--- src/rtl/keypad_scan_pkg.sv ---
// Shared definitions for the keypad scanner: state encoding, line constants
// and small index/rotation helpers.
package keypad_scan_pkg;

    typedef enum logic [1:0] {
        ST_SCAN     = 2'd0,
        ST_DEBOUNCE = 2'd1,
        ST_PRESSED  = 2'd2,
        ST_RELEASE  = 2'd3
    } state_t;

    localparam logic [3:0] COL_IDLE   = 4'hF;
    localparam logic [3:0] ROW_NONE   = 4'hF;
    localparam logic [3:0] COL_RESET  = 4'b1110;
    localparam int         KEY_CODE_W = 4;

    // Index of the lowest zero bit; several low rows resolve to the lowest one.
    function automatic logic [1:0] low_idx(input logic [3:0] v);
        logic [1:0] idx;
        casez (v)
            4'b???0: idx = 2'd0;
            4'b??01: idx = 2'd1;
            4'b?011: idx = 2'd2;
            default: idx = 2'd3;
        endcase
        return idx;
    endfunction

    function automatic logic [3:0] rotate_col(input logic [3:0] v);
        return {v[2:0], v[3]};
    endfunction

    function automatic logic [7:0] sat_inc8(input logic [7:0] v);
        return (v == 8'hFF) ? v : v + 8'd1;
    endfunction

endpackage

--- src/rtl/keypad_scan_tick.sv ---
// Free-running divider emitting a one-clock tick every DIV clocks; the first
// tick lands DIV clocks after reset release. Shared with the display scanner.
module keypad_scan_tick #(
    parameter int DIV = 25000
) (
    input  logic i_clk,
    input  logic i_rst_n,
    output logic o_tick
);

    localparam int W = (DIV > 1) ? $clog2(DIV) : 1;

    logic [W-1:0] r_div;
    logic         r_tick;

    // Divider and registered tick, high while the divider sits at DIV-1.
    always_ff @(posedge i_clk or negedge i_rst_n) begin
        if (!i_rst_n) begin
            r_div  <= '0;
            r_tick <= 1'b0;
        end else begin
            r_tick <= (r_div == W'(DIV - 2));
            if (r_div == W'(DIV - 1)) begin
                r_div <= '0;
            end else begin
                r_div <= r_div + W'(1);
            end
        end
    end

    assign o_tick = r_tick;

endmodule

--- src/rtl/keypad_scan.sv ---
// 4x4 matrix keypad scanner with debounce and one strobe per press.
// Optional auto-repeat of the held key is enabled by defining KEYPAD_REPEAT_EN.
module keypad_scan
    import keypad_scan_pkg::*;
#(
    parameter int SCAN_DIV       = 25000,
    parameter int DEBOUNCE_TICKS = 8,
    parameter int REPEAT_TICKS   = 500
) (
    input  logic                  clk,
    input  logic                  rst_n,
    input  logic [3:0]            row,
    output logic [3:0]            col,
    output logic [KEY_CODE_W-1:0] key_code,
    output logic                  key_valid,
    output logic                  key_down
);

    if (SCAN_DIV < 2 || DEBOUNCE_TICKS < 1 || DEBOUNCE_TICKS > 255 ||
        REPEAT_TICKS < 1 || REPEAT_TICKS > 65535) begin : g_bad_cfg
        $error("keypad_scan: parameter out of range");
    end

    localparam logic [7:0] DB_LIMIT = 8'(DEBOUNCE_TICKS);

    logic                  w_tick;
    logic [3:0]            r_sync1, r_sync2;
    state_t                r_state, w_state_n;
    logic [3:0]            r_col, w_col_n;
    logic [3:0]            r_pattern, w_pattern_n;
    logic [7:0]            r_cnt, w_cnt_n, w_cnt_inc;
    logic [KEY_CODE_W-1:0] r_code, w_code_n;
    logic                  r_valid, w_valid_n;
    logic                  r_down, w_down_n;
    logic                  w_accept;
`ifdef KEYPAD_REPEAT_EN
    localparam logic [15:0] REP_LIMIT = 16'(REPEAT_TICKS);
    logic [15:0]           r_rep, w_rep_n;
`endif

    keypad_scan_tick #(.DIV(SCAN_DIV)) u_tick (
        .i_clk   (clk),
        .i_rst_n (rst_n),
        .o_tick  (w_tick)
    );

    // Two-flop synchronizer for the asynchronous row lines.
    always_ff @(posedge clk or negedge rst_n) begin
        if (!rst_n) begin
            r_sync1 <= ROW_NONE;
            r_sync2 <= ROW_NONE;
        end else begin
            r_sync1 <= row;
            r_sync2 <= r_sync1;
        end
    end

    // Next-state and output decode; everything holds except on a tick.
    always_comb begin
        w_state_n   = r_state;
        w_col_n     = r_col;
        w_pattern_n = r_pattern;
        w_cnt_n     = r_cnt;
        w_code_n    = r_code;
        w_valid_n   = 1'b0;
        w_down_n    = r_down;
        w_accept    = 1'b0;
        w_cnt_inc   = sat_inc8(r_cnt);
`ifdef KEYPAD_REPEAT_EN
        w_rep_n     = r_rep;
`endif
        if (w_tick) begin
            case (r_state)
                ST_SCAN: begin
                    if (r_sync2 == ROW_NONE) begin
                        w_col_n = rotate_col(r_col);
                    end else begin
                        w_pattern_n = r_sync2;
                        w_cnt_n     = 8'd1;
                        if (DB_LIMIT == 8'd1) begin
                            w_accept  = 1'b1;
                            w_state_n = ST_PRESSED;
                        end else begin
                            w_state_n = ST_DEBOUNCE;
                        end
                    end
                end
                ST_DEBOUNCE: begin
                    if (r_sync2 == r_pattern) begin
                        w_cnt_n = w_cnt_inc;
                        if (w_cnt_inc >= DB_LIMIT) begin
                            w_accept  = 1'b1;
                            w_state_n = ST_PRESSED;
                        end else begin
                            w_state_n = ST_DEBOUNCE;
                        end
                    end else begin
                        w_state_n = ST_SCAN;
                        w_col_n   = rotate_col(r_col);
                        w_cnt_n   = 8'd0;
                    end
                end
                ST_PRESSED: begin
                    if (r_sync2 == ROW_NONE) begin
                        w_cnt_n = 8'd1;
                        if (DB_LIMIT == 8'd1) begin
                            w_down_n  = 1'b0;
                            w_state_n = ST_SCAN;
                            w_col_n   = rotate_col(r_col);
                            w_cnt_n   = 8'd0;
                        end else begin
                            w_state_n = ST_RELEASE;
                        end
                    end else begin
`ifdef KEYPAD_REPEAT_EN
                        if (r_rep + 16'd1 >= REP_LIMIT) begin
                            w_valid_n = 1'b1;
                            w_rep_n   = 16'd0;
                        end else begin
                            w_rep_n   = r_rep + 16'd1;
                        end
`else
                        w_state_n = ST_PRESSED;
`endif
                    end
                end
                ST_RELEASE: begin
                    if (r_sync2 == ROW_NONE) begin
                        w_cnt_n = w_cnt_inc;
                        if (w_cnt_inc >= DB_LIMIT) begin
                            w_down_n  = 1'b0;
                            w_state_n = ST_SCAN;
                            w_col_n   = rotate_col(r_col);
                            w_cnt_n   = 8'd0;
                        end else begin
                            w_state_n = ST_RELEASE;
                        end
                    end else begin
                        w_state_n = ST_PRESSED;
                    end
                end
                default: begin
                    w_state_n = ST_SCAN;
                    w_col_n   = COL_RESET;
                    w_cnt_n   = 8'd0;
                end
            endcase
        end else begin
            w_state_n = r_state;
        end
        // The row part comes from the live sample, which equals the latched pattern here.
        if (w_accept) begin
            w_code_n  = {low_idx(r_sync2), low_idx(r_col)};
            w_valid_n = 1'b1;
            w_down_n  = 1'b1;
`ifdef KEYPAD_REPEAT_EN
            w_rep_n   = 16'd0;
`endif
        end else begin
            w_code_n = w_code_n;
        end
    end

    // Scanner state and registered outputs.
    always_ff @(posedge clk or negedge rst_n) begin
        if (!rst_n) begin
            r_state   <= ST_SCAN;
            r_col     <= COL_RESET;
            r_pattern <= ROW_NONE;
            r_cnt     <= 8'd0;
            r_code    <= '0;
            r_valid   <= 1'b0;
            r_down    <= 1'b0;
`ifdef KEYPAD_REPEAT_EN
            r_rep     <= 16'd0;
`endif
        end else begin
            r_state   <= w_state_n;
            r_col     <= w_col_n;
            r_pattern <= w_pattern_n;
            r_cnt     <= w_cnt_n;
            r_code    <= w_code_n;
            r_valid   <= w_valid_n;
            r_down    <= w_down_n;
`ifdef KEYPAD_REPEAT_EN
            r_rep     <= w_rep_n;
`endif
        end
    end

    assign col       = r_col;
    assign key_code  = r_code;
    assign key_valid = r_valid;
    assign key_down  = r_down;

endmodule

--- config.mk ---
export PLATFORM = sky130hd
export DESIGN_NAME = keypad_scan
export DESIGN_NICKNAME = d
export VERILOG_FILES = /design/src/rtl/keypad_scan_pkg.sv /design/src/rtl/keypad_scan_tick.sv /design/src/rtl/keypad_scan.sv
export SDC_FILE = /design/constraint.sdc
export NUM_CORES = 1
export LEC_CHECK = 0
export CORE_MARGIN = 2
export CORE_UTILIZATION = 50
export DETAILED_ROUTE_END_ITERATION = 16
export DONT_BUFFER_PORTS = 1
export HOLD_SLACK_MARGIN = 0.03
export PLACE_DENSITY = 0.72
export SKIP_CTS_REPAIR_TIMING = 1
export SYNTH_ARGS = -nofsm -noshare
export SYNTH_HDL_FRONTEND = slang
export SYNTH_SLANG_ARGS = --single-unit
export TNS_END_PERCENT = 50
--- constraint.sdc ---
create_clock -name clk -period 2.3 [get_ports clk]
set_clock_uncertainty 0.2 [all_clocks]
set_input_delay 0.23 -clock clk [delete_from_list [all_inputs] [get_ports clk]]
set_output_delay 0.23 -clock clk [all_outputs]
set_load 0.005 [all_outputs]
==> flow_summary.yaml, run 1 <==
outcome:
  status: "finished, final reports clean"
timing:
  fin_crit_sh: 0.971
  rsz0062_at_grt: "true"
  fin_tns_setup_ns: 0
  final-setup-viol-count: 0
  layout_min_cycle_time_ns: 2.23
  fmax_mhz: 448
  hold_violations: 0
  maxSlewViolCount: 0
  relSlewSlack: 0.664
  hold_ws_ns: 0.159
  worst_pin_slew_ns: 0.502
logic_synthesis:
  yosys-top-cells-count: "33 x dfrtp_1, 24 x nand2_1, 21 x nor2_1"
  yosysTopAreaCell: "dfrtp_1"
  yosys.area_share.simple: 0.192
  synth_xor_area_frac: 0.0652
  ys_seq_area_frac: 0.534
  async_flop_share: 1.00
  ys.flop_type: "dfrtp_1"
  ys_seq_elements: 48
  yosys.area_share.adder: 0.0164
  synth-edff-count: 0
  synth.most_common_cell: "dfrtp_1"
  synth-compound-area-share: 0.126
  ys_types: 41
  synth_top_area_share: 0.362
  synthCells: 225
  synth_nets: 234
  synth.area.top_cells: "dfrtp_1 36%, dfstp_2 17%, xnor2_1 4.2%, nand2_1 3.9%, nor2_1 3.5%"
  muxShareOfSynthArea: 0.0389
  ys_warn_count: 0
  syn_area_um2: 2280
  avgSynthCellArea_um2: 10.1
  synth_top_family_by_area: "simple AND/OR/NAND/NOR gates"
grt:
  grt_pass1_wl_um: 7260
  grt-ovfl-total: 0
  track_usage: 0.181
  antenna_found_initial: 0
  grt_max_degree: 49
  grt_pass1_vias: 1546
setup_path:
  path_class: "flip-flop to flip-flop"
  cp_data_required_time_ns: 2.29
  max_stage_delay_ns: 0.42
  ff2ff_setup_slack_ns: 0.07
  cp-end-kind: "flip-flop"
  rr_worst_depth: 8
  timing.rr.start: "r_cnt[0]"
  crit_fanout: 4
  critPathLaunch: "r_cnt[0]"
  cp_cell_sequence: "ha_1 -> and3_2 -> nor3_2 -> a31oi_2 -> buf_4 -> o31ai_4 -> nor2_4 -> mux2_1"
  arrival_ns: 2.22
  rr_endpoint: "col[0]"
  crit_path_top_delay_cell: "dfrtp_1"
  worst_setup_path_start_kind: "flip-flop"
floorplan:
  core_area_um2: 4380
  rows: 24
  die_h_um: 71.6
  io_pins: 16
  fp.dieW_um: 71.6
  start_util: 0.521
  dieArea_um2: 5120
clock_tree:
  numClockSinks: 48
  clk_path_buf_depth: 2
  cts_buffers: 5
  tritoncts: "yes"
  clockRootBuffer: "clkbuf_8"
  clk_latency_ns: 0.29
  clk_transition_reported_paths_ns: 0.09
  htreeDepth: 2
layout:
  antenna_cells: 0
  fillers: 379
  layout-area-overhead-vs-synth_pct: 15.8
  drive_gt1_frac: 0.221
  final_nets: 252
hold_path:
  holdPathStages: 0
  hold_start: "r_sync1[2]"
  hold_path.class: "flip-flop to flip-flop"
  hold_path_end: "r_sync2[2]"
flow_run:
  cap_violations: 0
placement:
  portBuffers: 0
  gp_congestion: 0.833
  dp_hpwl_um: 2950
drt:
  drc: 0
  vias: 1654
  first_pass_iters: 4
  drtIter0Drc: 83
  vias_per_cell: 5.59
  avgRoutedWirePerCell_um: 14.3
  routed_wl_um: 4240
  drtAntennaViolNets: 0
power:
  total_power_w: 0.00145
  irDropWorstVdd_mv: 0.410
  p_leak_nw: 1.15
  power_density_nw_per_um2: 550
[critical path, delay by kind of cell (launching register included)]
| kind | cells | cell delay [ns] |
|---|---|---|
| simple gates | 3 | 0.45 |
| fa+ha+maj | 1 | 0.24 |
| compound gates | 2 | 0.34 |
| buf+inv | 1 | 0.17 |
| mux | 1 | 0.31 |
| flops | 1 | 0.42 |
[sequential cells by signal, summed over array words and instances, names as in the netlist]
name,cells
r_pattern,4
r_sync2,4
u_tick.r_div,15
r_sync1,4
r_cnt,8
key_valid,1
r_state,2
col,4
key_code,4
key_down,1
u_tick.o_tick,1
[area by class of cell]
type,count,area [um^2],share of cell area
Clock buffer,6,93.8,0.0355
Multi-Input combinational cell,161,1050,0.396
Tap cell,52,65.1,0.0246
Inverter,8,30.0,0.0114
Timing Repair Buffer,19,175,0.0662
Sequential cell,48,1220,0.461
Clock inverter,2,12.5,0.00473
[layer usage]
layer	GRT usage	up-vias	routed length [um]
li1	-	821	-
met1	0.266	809	2070
met2	0.271	22	2020
met3	0.0450	2	138
met4	0.0440	0	12
met5	0	-	0
[logic make-up after synthesis]
logic type      count (synthesis)
compound gates                 43
xor+xnor                       17
fa+ha+maj                       3
buf+inv                        16
flops                          48
mux                             8
simple gates                   90
[placed cells by master (no fill, tap or decap), types with 2 or more instances in the layout]
cell	n
dfstp_2	15
and3_1	3
a21oi_1	10
and2_1	2
nand4_1	7
a31oi_1	2
clkbuf_8	5
nor3_1	7
o21ai_0	12
buf_4	13
dfrtp_1	33
a31o_2	2
xor2_1	6
inv_1	8
mux2_1	4
and4_1	3
o21ai_1	5
nand3_1	13
xnor2_1	11
mux2_2	3
o21a_1	2
ha_1	3
nand2_1	24
dlygate4sd3_1	5
nor2_1	21
[power breakdown]
part / leakage, nW / total [W] / switching (W) / internal [W]
Combinational: 0.497 / 0.0000370 / 0.0000220 / 0.0000150
Clock: 0.0523 / 0.000553 / 0.000275 / 0.000278
Sequential: 0.603 / 0.000863 / 0.00000624 / 0.000857
[how the worst max path moves through the flow]
stage,depth (start not counted),to
final,8,col[0]
after global routing,7,col[0]
after CTS,7,col[0]
after detailed placement,7,col[0]
after global placement,7,col[0]
after floorplan,7,col[0]
[per-stage QoR]
step                      cells  instance area [um^2]  setup WS [ns]  utilization
final                       296                  2650         0.0658        0.603
after global routing        296                  2650        -0.0164        0.603
after CTS                   288                  2510        -0.0189        0.572
after detailed placement    280                  2400      -0.000855        0.547
after global placement      280                  2400         0.0961        0.547
after floorplan             225                  2280        0.00688            -
Power figures use the tool's default switching activity.
==> run 2, diff against run 1 <==
- CTS_BUF_LIST: default -> sky130_fd_sc_hd__clkbuf_8
==> flow_summary.yaml, run 2 (synthesized netlist as in run 1, its figures left out) <==
timing:
  final-setup-viol-count: 0
  rsz0062_at_grt: "true"
  worst_pin_slew_ns: 0.501
  hold_violations: 0
  relSlewSlack: 0.665
  maxSlewViolCount: 0
  layout_min_cycle_time_ns: 2.23
  fin_crit_sh: 0.971
  fmax_mhz: 448
clock_tree:
  numClockSinks: 48
  clockRootBuffer: "clkbuf_8"
  clk_transition_reported_paths_ns: 0.09
  tritoncts: "yes"
  cts_buffers: 5
  clk_path_buf_depth: 2
  htreeDepth: 2
  clk_latency_ns: 0.29
placement:
  gp_congestion: 0.833
  placed_cells: 280
  placed_cell_area_um2: 2400
  dp_hpwl_um: 2950
  portBuffers: 0
setup_path:
  path_class: "flip-flop to flip-flop"
  cp_cell_sequence: "ha_1 -> and3_2 -> nor3_2 -> a31oi_2 -> buf_4 -> o31ai_4 -> nor2_4 -> mux2_1"
  critPathLaunch: "r_cnt[0]"
  cp_data_required_time_ns: 2.29
  cp-end-kind: "flip-flop"
  crit_path_end: "col[0]"
  rr_worst_depth: 8
  rr_endpoint: "col[0]"
  max_stage_delay_ns: 0.42
  crit_fanout: 4
  worst_setup_path_start_kind: "flip-flop"
  timing.rr.start: "r_cnt[0]"
  crit_path_top_delay_cell: "dfrtp_1"
  ff2ff_setup_slack_ns: 0.07
  arrival_ns: 2.22
floorplan:
  core_area_um2: 4380
  dieArea_um2: 5120
  fp.dieW_um: 71.6
  start_util: 0.521
  die_h_um: 71.6
  io_pins: 16
  rows: 24
layout:
  layout_common_cells: "33 x dfrtp_1, 24 x nand2_1, 21 x nor2_1"
  final_common_cell: "dfrtp_1"
  finalInstanceArea_um2: 2650
  layout-area-overhead-vs-synth_pct: 16.1
  final_nets: 252
  antenna_cells: 0
  largestRegisters: "u_tick.r_div (15), r_cnt (8)"
  regMostFlops: "u_tick.r_div"
  drive_gt1_frac: 0.221
  largest_reg_flops: 15
  layout.cells.non_filler: 296
grt:
  grt_pass1_vias: 1546
  grt_use_met1: 0.266
  use_met2: 0.271
  track_usage: 0.181
  busiest_layer: "met2"
  antenna_found_initial: 0
  use_met3: 0.0450
  grt_pass1_wl_um: 7260
  grt-ovfl-total: 0
  grt_max_degree: 49
drt:
  routed_wl_um: 4250
  vias_per_cell: 5.59
  drtAntennaViolNets: 0
  vias: 1655
  first_pass_iters: 4
  avgRoutedWirePerCell_um: 14.4
  drtIter0Drc: 83
  drc: 0
hold_path:
  hold_path.class: "flip-flop to flip-flop"
  holdPathStages: 0
power:
  p_leak_nw: 1.15
  total_power_w: 0.00150
  power_density_nw_per_um2: 565
  irDropWorstVdd_mv: 0.410
outcome:
  status: "finished, final reports clean"
flow_run:
  cap_violations: 0
[run 2: metal layers]
metal | vias up | wire, um | share of wire
met4 | 0 | 12 | 0.0028
li1 | 821 | - | -
met5 | - | 0 | 0
met1 | 808 | 2060 | 0.49
met3 | 2 | 140 | 0.033
met2 | 24 | 2030 | 0.48
[run 2: cell type report]
type                       count  area, um^2
tap                           52        65.1
timing repair buffer          19         175
fill                         379        1730
sequential                    48        1220
clock buffer                   5        68.8
multi-input combinational    161        1050
clock inverter                 3        42.5
inverter                       8        30.0
[run 2: worst min-delay path by stage]
stage                     startpoint          end  slack (ns)
final                     r_sync1[2]   r_sync2[2]        0.16
after CTS                      rst_n  key_code[3]       -0.60
after global placement         rst_n     r_cnt[5]       -0.26
after detailed placement       rst_n     r_cnt[5]       -0.26
after floorplan                rst_n       col[0]       -0.27
after global routing      r_sync1[0]   r_sync2[0]        0.16
[run 2: critical path, delay by kind of cell (launching register included)]
kind	cells	cell delay [ns]
mux	1	0.31
compound gates	2	0.34
fa+ha+maj	1	0.24
buf+inv	1	0.17
flops	1	0.42
simple gates	3	0.45
[run 2: report_power, final]
part           total (W)  leakage (nW)  switching [W]  internal (W)
Sequential      0.000863         0.603     0.00000624      0.000857
Clock           0.000596        0.0541       0.000274      0.000322
Combinational  0.0000370         0.497      0.0000220     0.0000150
Total            0.00150          1.15       0.000303       0.00119
[run 2: per-stage QoR]
| step | TNS, ns | utilization | setup WS (ns) | hold WS [ns] |
|---|---|---|---|---|
| 2_1_floorplan | 0 | - | 0.00688 | -0.266 |
| 5_1_grt | -0.0151 | 0.604 | -0.0151 | 0.163 |
| 4_1_cts | -0.0176 | 0.573 | -0.0176 | -0.595 |
| 3_5_place_dp | -0.000855 | 0.547 | -0.000855 | -0.264 |
| 3_3_place_gp | 0 | 0.547 | 0.0961 | -0.264 |
| 6_report | 0 | 0.604 | 0.0665 | 0.159 |
